[config.mk]
export PLATFORM = sky130hd
export DESIGN_NAME = updown_sweep_ctrl
export DESIGN_NICKNAME = d
export VERILOG_FILES = /design/src/rtl/updown_pkg.sv /design/src/rtl/updown_counter_core.sv /design/src/rtl/updown_sweep_ctrl.sv
export SDC_FILE = /design/constraint.sdc
export NUM_CORES = 1
export LEC_CHECK = 0
export CELL_PAD_IN_SITES_DETAIL_PLACEMENT = 2
export CELL_PAD_IN_SITES_GLOBAL_PLACEMENT = 2
export CORE_MARGIN = 10
export CORE_UTILIZATION = 28
export CTS_CLUSTER_DIAMETER = 40
export DETAILED_ROUTE_END_ITERATION = 6
export PLACE_DENSITY = 0.79
export SETUP_SLACK_MARGIN = 0.05
export SLEW_MARGIN = 15
export SYNTH_ARGS = -nofsm -noshare
export SYNTH_HDL_FRONTEND = slang
export SYNTH_SLANG_ARGS = --single-unit
[constraint.sdc]
create_clock -name clk -period 2.85 [get_ports clk]
set_clock_uncertainty 0.05 [all_clocks]
set_input_delay 0.57 -clock clk [delete_from_list [all_inputs] [get_ports clk]]
set_output_delay 0.57 -clock clk [all_outputs]
set_load 0.005 [all_outputs]
[src/rtl/updown_pkg.sv]
// Shared definitions for the up/down sweep controller and its counter core.
//   state_t   : controller state encoding (IDLE..DWELL_LO)
//   MODE_UP   : counter counts up
//   MODE_DOWN : counter counts down
package updown_pkg;

  typedef enum logic [2:0] {
    IDLE     = 3'd0,
    SEEK     = 3'd1,
    UP       = 3'd2,
    DWELL_HI = 3'd3,
    DOWN     = 3'd4,
    DWELL_LO = 3'd5
  } state_t;

  localparam logic MODE_UP   = 1'b0;
  localparam logic MODE_DOWN = 1'b1;

endpackage

[src/rtl/updown_counter_core.sv]
// WIDTH-bit synchronous up/down counter.
//   clk  : clock, rising edge
//   rst  : synchronous reset, active-high (q -> 0)
//   t_en : advance q this cycle
//   mode : MODE_UP increments, MODE_DOWN decrements (mod 2^WIDTH)
//   q    : counter value
module updown_counter_core
  import updown_pkg::*;
#(
  parameter int unsigned WIDTH = 4
) (
  input  logic             clk,
  input  logic             rst,
  input  logic             t_en,
  input  logic             mode,
  output logic [WIDTH-1:0] q
);

  always_ff @(posedge clk) begin
    if (rst) begin
      q <= '0;
    end else if (t_en) begin
      q <= (mode == MODE_DOWN) ? q - WIDTH'(1) : q + WIDTH'(1);
    end
  end

endmodule

[src/rtl/updown_sweep_ctrl.sv]
// Triangle sweep sequencer: drives an up/down counter so q walks lo..hi..lo
// repeatedly, with an optional dwell at each bound, a sweep count and abort.
//   clk, rst  : clock and synchronous active-high reset
//   start     : begin a run (IDLE only); lo/hi/n_sweeps captured here
//   stop      : abort a run; wins over start
//   lo, hi    : sweep bounds (lo > hi rejects the start with err)
//   n_sweeps  : sweeps per run, 0 = run until stop
//   q         : counter value
//   t_en/mode : counter step command for this cycle (combinational)
//   busy      : run in progress
//   sweep_cnt : completed sweeps in the current run (saturating)
//   done/err  : one-cycle pulses for run completion / rejected start
module updown_sweep_ctrl
  import updown_pkg::*;
#(
  parameter int unsigned WIDTH = 4,
  parameter int unsigned DWELL = 2,
  parameter int unsigned DW_W  = 2
) (
  input  logic             clk,
  input  logic             rst,
  input  logic             start,
  input  logic             stop,
  input  logic [WIDTH-1:0] lo,
  input  logic [WIDTH-1:0] hi,
  input  logic [WIDTH-1:0] n_sweeps,
  output logic [WIDTH-1:0] q,
  output logic             t_en,
  output logic             mode,
  output logic             busy,
  output logic [WIDTH-1:0] sweep_cnt,
  output logic             done,
  output logic             err
);

  localparam logic [WIDTH-1:0] CNT_MAX = {WIDTH{1'b1}};
  // Dwell counter loads DWELL-1 so the dwell state lasts exactly DWELL cycles.
  localparam logic [DW_W-1:0]  DW_LOAD = DW_W'((DWELL > 0) ? DWELL - 1 : 0);

  state_t           state, state_d;
  logic [WIDTH-1:0] lo_r, lo_d;
  logic [WIDTH-1:0] hi_r, hi_d;
  logic [WIDTH-1:0] n_r, n_d;
  logic [DW_W-1:0]  dw_cnt, dw_d;
  logic [WIDTH-1:0] sweep_d;
  logic             done_d, err_d;

  updown_counter_core #(.WIDTH(WIDTH)) u_core (
    .clk  (clk),
    .rst  (rst),
    .t_en (t_en),
    .mode (mode),
    .q    (q)
  );

  assign busy = (state != IDLE);

  // State and run-context registers.
  always_ff @(posedge clk) begin
    if (rst) begin
      state     <= IDLE;
      lo_r      <= '0;
      hi_r      <= '0;
      n_r       <= '0;
      dw_cnt    <= '0;
      sweep_cnt <= '0;
      done      <= 1'b0;
      err       <= 1'b0;
    end else begin
      state     <= state_d;
      lo_r      <= lo_d;
      hi_r      <= hi_d;
      n_r       <= n_d;
      dw_cnt    <= dw_d;
      sweep_cnt <= sweep_d;
      done      <= done_d;
      err       <= err_d;
    end
  end

  // Next-state and counter command.
  always_comb begin
    state_d = state;
    lo_d    = lo_r;
    hi_d    = hi_r;
    n_d     = n_r;
    dw_d    = dw_cnt;
    sweep_d = sweep_cnt;
    done_d  = 1'b0;
    err_d   = 1'b0;
    t_en    = 1'b0;
    mode    = MODE_UP;

    case (state)
      IDLE: begin
        if (start && !stop) begin
          if (lo <= hi) begin
            lo_d    = lo;
            hi_d    = hi;
            n_d     = n_sweeps;
            sweep_d = '0;
            state_d = SEEK;
          end else begin
            err_d = 1'b1;
          end
        end
      end

      SEEK: begin
        mode = (q > lo_r) ? MODE_DOWN : MODE_UP;
        if (q != lo_r) begin
          t_en = 1'b1;
        end else begin
          state_d = UP;
        end
      end

      UP: begin
        mode = MODE_UP;
        if (q != hi_r) begin
          t_en = 1'b1;
        end else if (DWELL > 0) begin
          state_d = DWELL_HI;
          dw_d    = DW_LOAD;
        end else begin
          state_d = DOWN;
        end
      end

      DWELL_HI: begin
        if (dw_cnt == '0) begin
          state_d = DOWN;
        end else begin
          dw_d = dw_cnt - DW_W'(1);
        end
      end

      DOWN: begin
        mode = MODE_DOWN;
        if (q != lo_r) begin
          t_en = 1'b1;
        end else begin
          sweep_d = (sweep_cnt == CNT_MAX) ? sweep_cnt : sweep_cnt + WIDTH'(1);
          if ((n_r != '0) && (sweep_cnt + WIDTH'(1) == n_r)) begin
            state_d = IDLE;
            done_d  = 1'b1;
          end else if (DWELL > 0) begin
            state_d = DWELL_LO;
            dw_d    = DW_LOAD;
          end else begin
            state_d = UP;
          end
        end
      end

      DWELL_LO: begin
        if (dw_cnt == '0) begin
          state_d = UP;
        end else begin
          dw_d = dw_cnt - DW_W'(1);
        end
      end

      default: state_d = IDLE;
    endcase

    // Abort: freeze q and the sweep count, and suppress any completion.
    if (stop && (state != IDLE)) begin
      t_en    = 1'b0;
      state_d = IDLE;
      sweep_d = sweep_cnt;
      done_d  = 1'b0;
    end
  end

endmodule

==> Yosys cells after proc, flatten, opt, wreduce, memory -nomap -nowiden <==
Index checks and enable logic that the tools add are counted.
{ "classes": {"add_sub_neg": 4, "magnitude_cmp": 2, "n_eq_ne": 19, "n_mux": 28, "n_bitwise": 4, "n_reduce_logical": 19} }
{ "ops": {"columns": ["cell", "count"], "rows": [
  ["two-way mux 3 bit", 8],
  ["two-way mux 4 bit", 5],
  ["!= test 2 bit, second input constant", 10],
  ["case mux 3 bit (6 select lines)", 1],
  ["adder 4 x 1 -> 4 bit, second input constant", 2],
  ["two-way mux 2 bit", 4],
  ["!= test 4 bit", 2],
  ["case mux 4 bit (2 select lines)", 1],
  ["AND reduction 7 bit", 1],
  ["== test 3 x 2 -> 1 bit, second input constant", 2],
  ["== test 3 bit, second input constant", 2],
  ["two-way mux 1 bit", 6],
  ["case mux 2 bit (3 select lines)", 1],
  ["AND reduction 6 bit", 1],
  ["nonzero test 3 bit", 2],
  ["OR reduction 2 bit", 3],
  ["AND reduction 5 bit", 1],
  ["== test 4 bit", 1],
  ["== test 4 bit, second input constant", 1],
  ["greater-than comparator 4 bit", 1],
  ["<= comparator 4 bit", 1],
  ["NOT 1 bit", 4],
  ["case mux 1 bit (2 select lines)", 2],
  ["nonzero test 4 bit", 1],
  ["other kinds (11)", 13]
]} }
{ "totals": {"reg_bits": 27, "in_bits": 16, "out_inout_bits": 13, "wordCells": 85} }

==> Logic depth before layout (Yosys ltp) <==
{ "depth": {"ltp_word": 6, "ltp_mapped": 13, "depth_no_buf": 13} }

==> Cells and area by module <==
Synthesis repeated with hierarchy kept, for this count alone.
{ "hier_totals": {"cells_unflattened": 201, "area_unflattened_um2": 1736.7} }
{ "by_module_without_submodules": {"columns": ["module", "n_inst", "cells_per_inst", "area_per_inst_um2", "seq_area_each_um2"], "rows": [
  ["updown_sweep_ctrl", 1, 175, 1510.2, 460.4],
  ["updown_counter_core", 1, 26, 226.5, 80.1]
]} }

==> Worst setup path before layout <==
OpenSTA, ideal clock, no wires.
{ "synth_timing": {"path_kind": "flip-flop to flip-flop", "startpoint": "register u_core.q[0]", "endpoint": "register u_core.q[3]", "setup_time_ns": 0.071, "t_arrival_ns": 2.764, "required_time_ns": 2.729, "slack_ns": -0.035, "stages_incl_launch_ff": 14, "n_path_buf": 0, "period_less_slack_ns": 2.885, "cell_sequence": "dfxtp_1 inv_1 ha_1 and4_1 nor2_1 a32oi_1 and2_1 inv_1 ha_1 a21o_1 a21oi_1 and3_1 or4_1 a21oi_1"} }
{ "synth_via": {"elab_chain_cells": 4, "elab_cells_between_ends": 12, "classes_between": "add/sub (2); order compare (1); eq/ne (2); mux (7)"} }
{ "synth_lines": {"columns": ["item", "line_no", "source"], "rows": [
  ["start: declaration", "updown_counter_core.sv:16", "output logic [WIDTH-1:0] q"],
  ["start signal: assignment", "updown_counter_core.sv:23", "q <= (mode == MODE_DOWN) ? q - WIDTH'(1) : q + WIDTH'(1);"],
  ["greater-than comparator 4 bit", "updown_sweep_ctrl.sv:110", "mode = (q > lo_r) ? MODE_DOWN : MODE_UP;"],
  ["two-way mux 1 bit", "updown_sweep_ctrl.sv:110", null],
  ["case mux 1 bit (2 select lines)", "updown_sweep_ctrl.sv:94", "case (state)"],
  ["net mode", "updown_sweep_ctrl.sv:29", "output logic mode,"],
  ["two-way mux 4 bit", "updown_counter_core.sv:23", null]
]} }
The timed path passes the listed nets, and every way through them passes these cells.
A chain may end at the register's enable or synchronous reset.

==> Worst setup path after layout <==
{ "layout_timing": {"startpoint": "register lo_r[2]", "endpoint": "register u_core.q[3]"} }
{ "layout_via": {"elab_chain_cells": 4, "elab_cells_between_ends": 8, "classes_between": "order compare (1); eq/ne (1); mux (6)"} }
{ "layout_lines": {"columns": ["item", "line_no", "source"], "rows": [
  ["start: declaration", "updown_sweep_ctrl.sv:41", "logic [WIDTH-1:0] lo_r, lo_d;"],
  ["start signal: assignment", "updown_sweep_ctrl.sv:71", "lo_r <= lo_d;"],
  ["greater-than comparator 4 bit or != test 4 bit (tied branches)", "updown_sweep_ctrl.sv:110, updown_sweep_ctrl.sv:111, updown_sweep_ctrl.sv:140", null],
  ["two-way mux 1 bit (on tied branches)", "updown_sweep_ctrl.sv:110, updown_sweep_ctrl.sv:111, updown_sweep_ctrl.sv:140", null],
  ["case mux 1 bit (2 select lines)", "updown_sweep_ctrl.sv:94", null],
  ["two-way mux 4 bit or two-way mux 1 bit (tied branches)", "updown_counter_core.sv:23, updown_sweep_ctrl.sv:168", null]
]} }
Parallel ways exist; a longest one is shown, timed or not.

==> flow_summary.rst <==
.. list-table::
   :header-rows: 1

   * - Metric
     - Value
   * - Power density over cell area
     - 381 nW/µm²
   * - Synthesis Warnings
     - 0
   * - Number of cells on the worst hold path
     - 2
   * - Drt first pass iters
     - 4
   * - Share of the cycle needed by the critical path after routing
     - 98.0%
   * - EDFF count, synth
     - 0
   * - Clock tree root driver cell
     - sky130_fd_sc_hd__clkbuf_8
   * - Area growth syn-to-layout
     - 39.5%
   * - Top-count cell post-synth
     - sky130_fd_sc_hd__dfxtp_1
   * - Overall routing resource usage
     - 11.5%
   * - Status
     - complete, no violations
   * - GR Overflow Total
     - 0
   * - Top-level port count
     - 29
   * - Yosys top cell by area
     - sky130_fd_sc_hd__dfxtp_1
   * - Share of layout cells above drive strength 1
     - 22.5%
   * - Cell variety after synth
     - 48
   * - Number of nets in the layout
     - 266
   * - Height of the chip
     - 96.7 µm
   * - Met1 layer usage reported by global route
     - 13.7%
   * - Count of nets left with antenna violations after detail routing
     - 0
   * - Hold-fix buffer count after cts
     - 0
   * - Register cell area after layout
     - 547 µm²
   * - Worst EP required
     - 3.02 ns
   * - Reg clk slew, reported paths
     - 0.10 ns
   * - Cell types with the largest area share after synthesis
     - sky130_fd_sc_hd__dfxtp_1 (33%), sky130_fd_sc_hd__ha_1 (9.1%), sky130_fd_sc_hd__mux2i_1 (6.7%)
   * - FF-to-FF path depth
     - 13
   * - Hold Vio Cnt, Final
     - 0
   * - Width of the die
     - 96.7 µm
   * - Multi-input gate area
     - 1100 µm²
   * - Critical path launch point type
     - register
   * - Hold path start
     - dw_cnt[0]
   * - Worst-Skew Late Latency
     - 0.28 ns
   * - Most used flip-flop cell after synthesis
     - sky130_fd_sc_hd__dfxtp_1
   * - Endpoint with the worst hold slack
     - dw_cnt[0]
   * - Largest fanout on the critical path
     - 3
   * - Leakage power figure
     - 0.900 nW
   * - Tightest slew margin relative to the limit
     - 67.1%
   * - Global-route met2 utilization
     - 20.3%
   * - Worst Tran Pin Value
     - 0.488 ns
   * - Maximum level of the CTS H-tree
     - 1
   * - Most frequent cells after synthesis
     - sky130_fd_sc_hd__dfxtp_1 (27), sky130_fd_sc_hd__nor2_1 (26), sky130_fd_sc_hd__inv_1 (15)
   * - Pwr Total
     - 875 µW
   * - Worst r2r dst
     - u_core.q[3]
   * - Routing usage on met3
     - 1.63%
   * - Routed wire per std cell
     - 19.0 µm
   * - Pin count of the biggest net entering global routing
     - 24
   * - DRC violation total after the first TritonRoute iteration
     - 108
   * - Initial cell density of the core
     - 29.4%
   * - Cell area after technology mapping
     - 1650 µm²
   * - Num Clock Sinks
     - 27
   * - Gpl congestion
     - 0.756
   * - Maximum frequency from static timing analysis
     - 358 MHz
   * - Net Count, Synth
     - 218
   * - Worst endpoint data arrival time
     - 2.96 ns
   * - RR Startpoint
     - lo_r[2]
   * - Initial antenna violation count
     - 0
   * - Rows
     - 27
   * - Number of global-route vias before repair
     - 1680
   * - Most Used Layer, Global Route
     - met2
   * - Sequential element share of the synthesized area
     - 32.8%
   * - Number of filler cells placed in the layout
     - 624
   * - Maximum buffer depth of the clock tree
     - 2
   * - Number of DRC violations after detailed routing
     - 0
   * - Total of buffers placed on input and output ports
     - 28
   * - Vias post-DR
     - 1565
   * - Number of antenna repair diodes
     - 0
   * - Final HPWL from detailed placement
     - 4290 µm
   * - Final cell area excluding filler cells
     - 2300 µm²
   * - Max-cap violation count
     - 0
   * - Tmin final
     - 2.79 ns
   * - Die area
     - 9350 µm²
   * - Clock tree from TritonCTS
     - yes
   * - Final slew viol count
     - 0
   * - Fraction of synthesized cell area taken by the top area cell type
     - 32.8%
   * - CP endpoint kind
     - register
   * - Number of register bits inferred by synthesis
     - 27
   * - Setup Viol. Count Final
     - 0
   * - Async set-reset flop share out of synthesis
     - 0%
   * - Syn Inst Count
     - 189
   * - Placed instance area
     - 2100 µm²
   * - Setup slack of the worst register-to-register path
     - 0.06 ns
   * - Wire length of the first global-routing pass
     - 9020 µm
   * - Worst hold margin
     - 0.430 ns
   * - TritonCTS Buffers
     - 3
   * - Core region area
     - 5610 µm²
   * - Worst vdd rail ir drop
     - 0.173 mV
   * - Classification of the worst-slack hold path
     - register to register
   * - Average instance area after synthesis
     - 8.72 µm²
   * - Routed vias/inst
     - 5.08
   * - Unrepaired setup endpoints after global routing
     - true
   * - CP Class
     - register to register
   * - Total detailed-routing wirelength
     - 5840 µm
[worst max-delay path: stages (launching register included)]
cell and delay (ns):
sky130_fd_sc_hd__dfxtp_2 0.34, sky130_fd_sc_hd__inv_1 0.07, sky130_fd_sc_hd__ha_4 0.28, sky130_fd_sc_hd__and4_4 0.24, sky130_fd_sc_hd__nor2_4 0.06, sky130_fd_sc_hd__a32oi_2 0.23
sky130_fd_sc_hd__and2_4 0.19, sky130_fd_sc_hd__inv_4 0.04, sky130_fd_sc_hd__ha_4 0.25, sky130_fd_sc_hd__a21o_1 0.11, sky130_fd_sc_hd__a21oi_2 0.07, sky130_fd_sc_hd__and3_4 0.18
sky130_fd_sc_hd__or4_1 0.46, sky130_fd_sc_hd__a21oi_1 0.14
[how the worst max path moves through the flow]
stage / from / endpoint / slack, ns / cells after the start
floorplan: u_core.q[0] / u_core.q[3] / 0.06 / 13
global placement: lo[3] / state[2] / -0.01 / 8
detailed placement: lo[3] / state[2] / -0.07 / 8
CTS: lo_r[3] / u_core.q[3] / 0.05 / 13
global route: lo_r[3] / u_core.q[3] / -0.05 / 13
finish: lo_r[2] / u_core.q[3] / 0.06 / 13
[cells in the final DEF, fill, tap and decap left out, types with 3 or more instances in the layout]
cell / synthesis / final
sky130_fd_sc_hd__a21boi_0: 3 / 3
sky130_fd_sc_hd__a21o_1: 3 / 3
sky130_fd_sc_hd__a21oi_1: 14 / 12
sky130_fd_sc_hd__a311oi_1: 3 / 3
sky130_fd_sc_hd__buf_4: 0 / 23
sky130_fd_sc_hd__clkbuf_8: 0 / 3
sky130_fd_sc_hd__clkdlybuf4s50_1: 0 / 26
sky130_fd_sc_hd__dfxtp_1: 27 / 22
sky130_fd_sc_hd__dfxtp_2: 0 / 5
sky130_fd_sc_hd__ha_1: 12 / 7
sky130_fd_sc_hd__ha_4: 0 / 5
sky130_fd_sc_hd__inv_1: 15 / 11
sky130_fd_sc_hd__inv_2: 0 / 3
sky130_fd_sc_hd__mux2i_1: 11 / 11
sky130_fd_sc_hd__nand2_1: 7 / 7
sky130_fd_sc_hd__nand3_1: 4 / 4
sky130_fd_sc_hd__nand4_1: 4 / 4
sky130_fd_sc_hd__nor2_1: 26 / 25
sky130_fd_sc_hd__o211ai_1: 3 / 3
sky130_fd_sc_hd__or3_1: 3 / 3
sky130_fd_sc_hd__xnor2_1: 11 / 11
[report_power, final]
part	internal, mW	switching (mW)	leakage [nW]
Sequential	0.392	0.0130	0.221
Clock	0.101	0.130	0.0228
Combinational	0.116	0.123	0.656
[area by class of cell]
cell class	instances	area share [%]
Tap cell	72	3.92
Clock buffer	4	1.96
Sequential cell	27	23.8
Multi-Input combinational cell	139	48.1
Timing Repair Buffer	51	19.7
Inverter	15	2.56
[per-stage QoR]
stage	setup TNS [ns]	worst slack (ns)	instances	utilization, %
2_1_floorplan	0	0.0590	189	-
3_3_place_gp	-0.00982	-0.00982	299	37.4
3_5_place_dp	-0.133	-0.0669	299	37.4
4_1_cts	0	0.0505	306	39.4
5_1_grt	-0.0509	-0.0509	308	41.0
6_report	0	0.0569	308	41.0
[layer usage]
metal | share of wire (%) | vias up
li1 | - | 763
met1 | 44 | 767
met2 | 52 | 26
met3 | 2.2 | 9
met4 | 2.0 | 0
met5 | 0 | -
[flip-flops by register name, indices dropped and copies added, names as in the netlist, 2 cells and up]
| register | cells |
|---|---|
| u_core.q | 4 |
| hi_r | 4 |
| state | 3 |
| sweep_cnt | 4 |
| lo_r | 4 |
| dw_cnt | 2 |
| n_r | 4 |
[cell families after synthesis]
group                      count (synthesis)  share of synthesized area, %
AOI/OAI and AO/OA                         41                          17.5
muxes                                     11                          6.68
buffers and inverters                     23                          6.98
xor gates and xnor gates                  13                          6.91
adders and majority gates                 13                          10.3
and+or+nand+nor                           61                          18.8
DFF                                       27                          32.8
[timing repair]
item                                    4_1_cts  5_1_grt
endpoints found under the setup margin        3        2
cloned                                        0        0
pin swaps                                     5        9
buffers inserted                              3        2
gates resized for setup                      14       13
(Power assumes the default switching activity.)
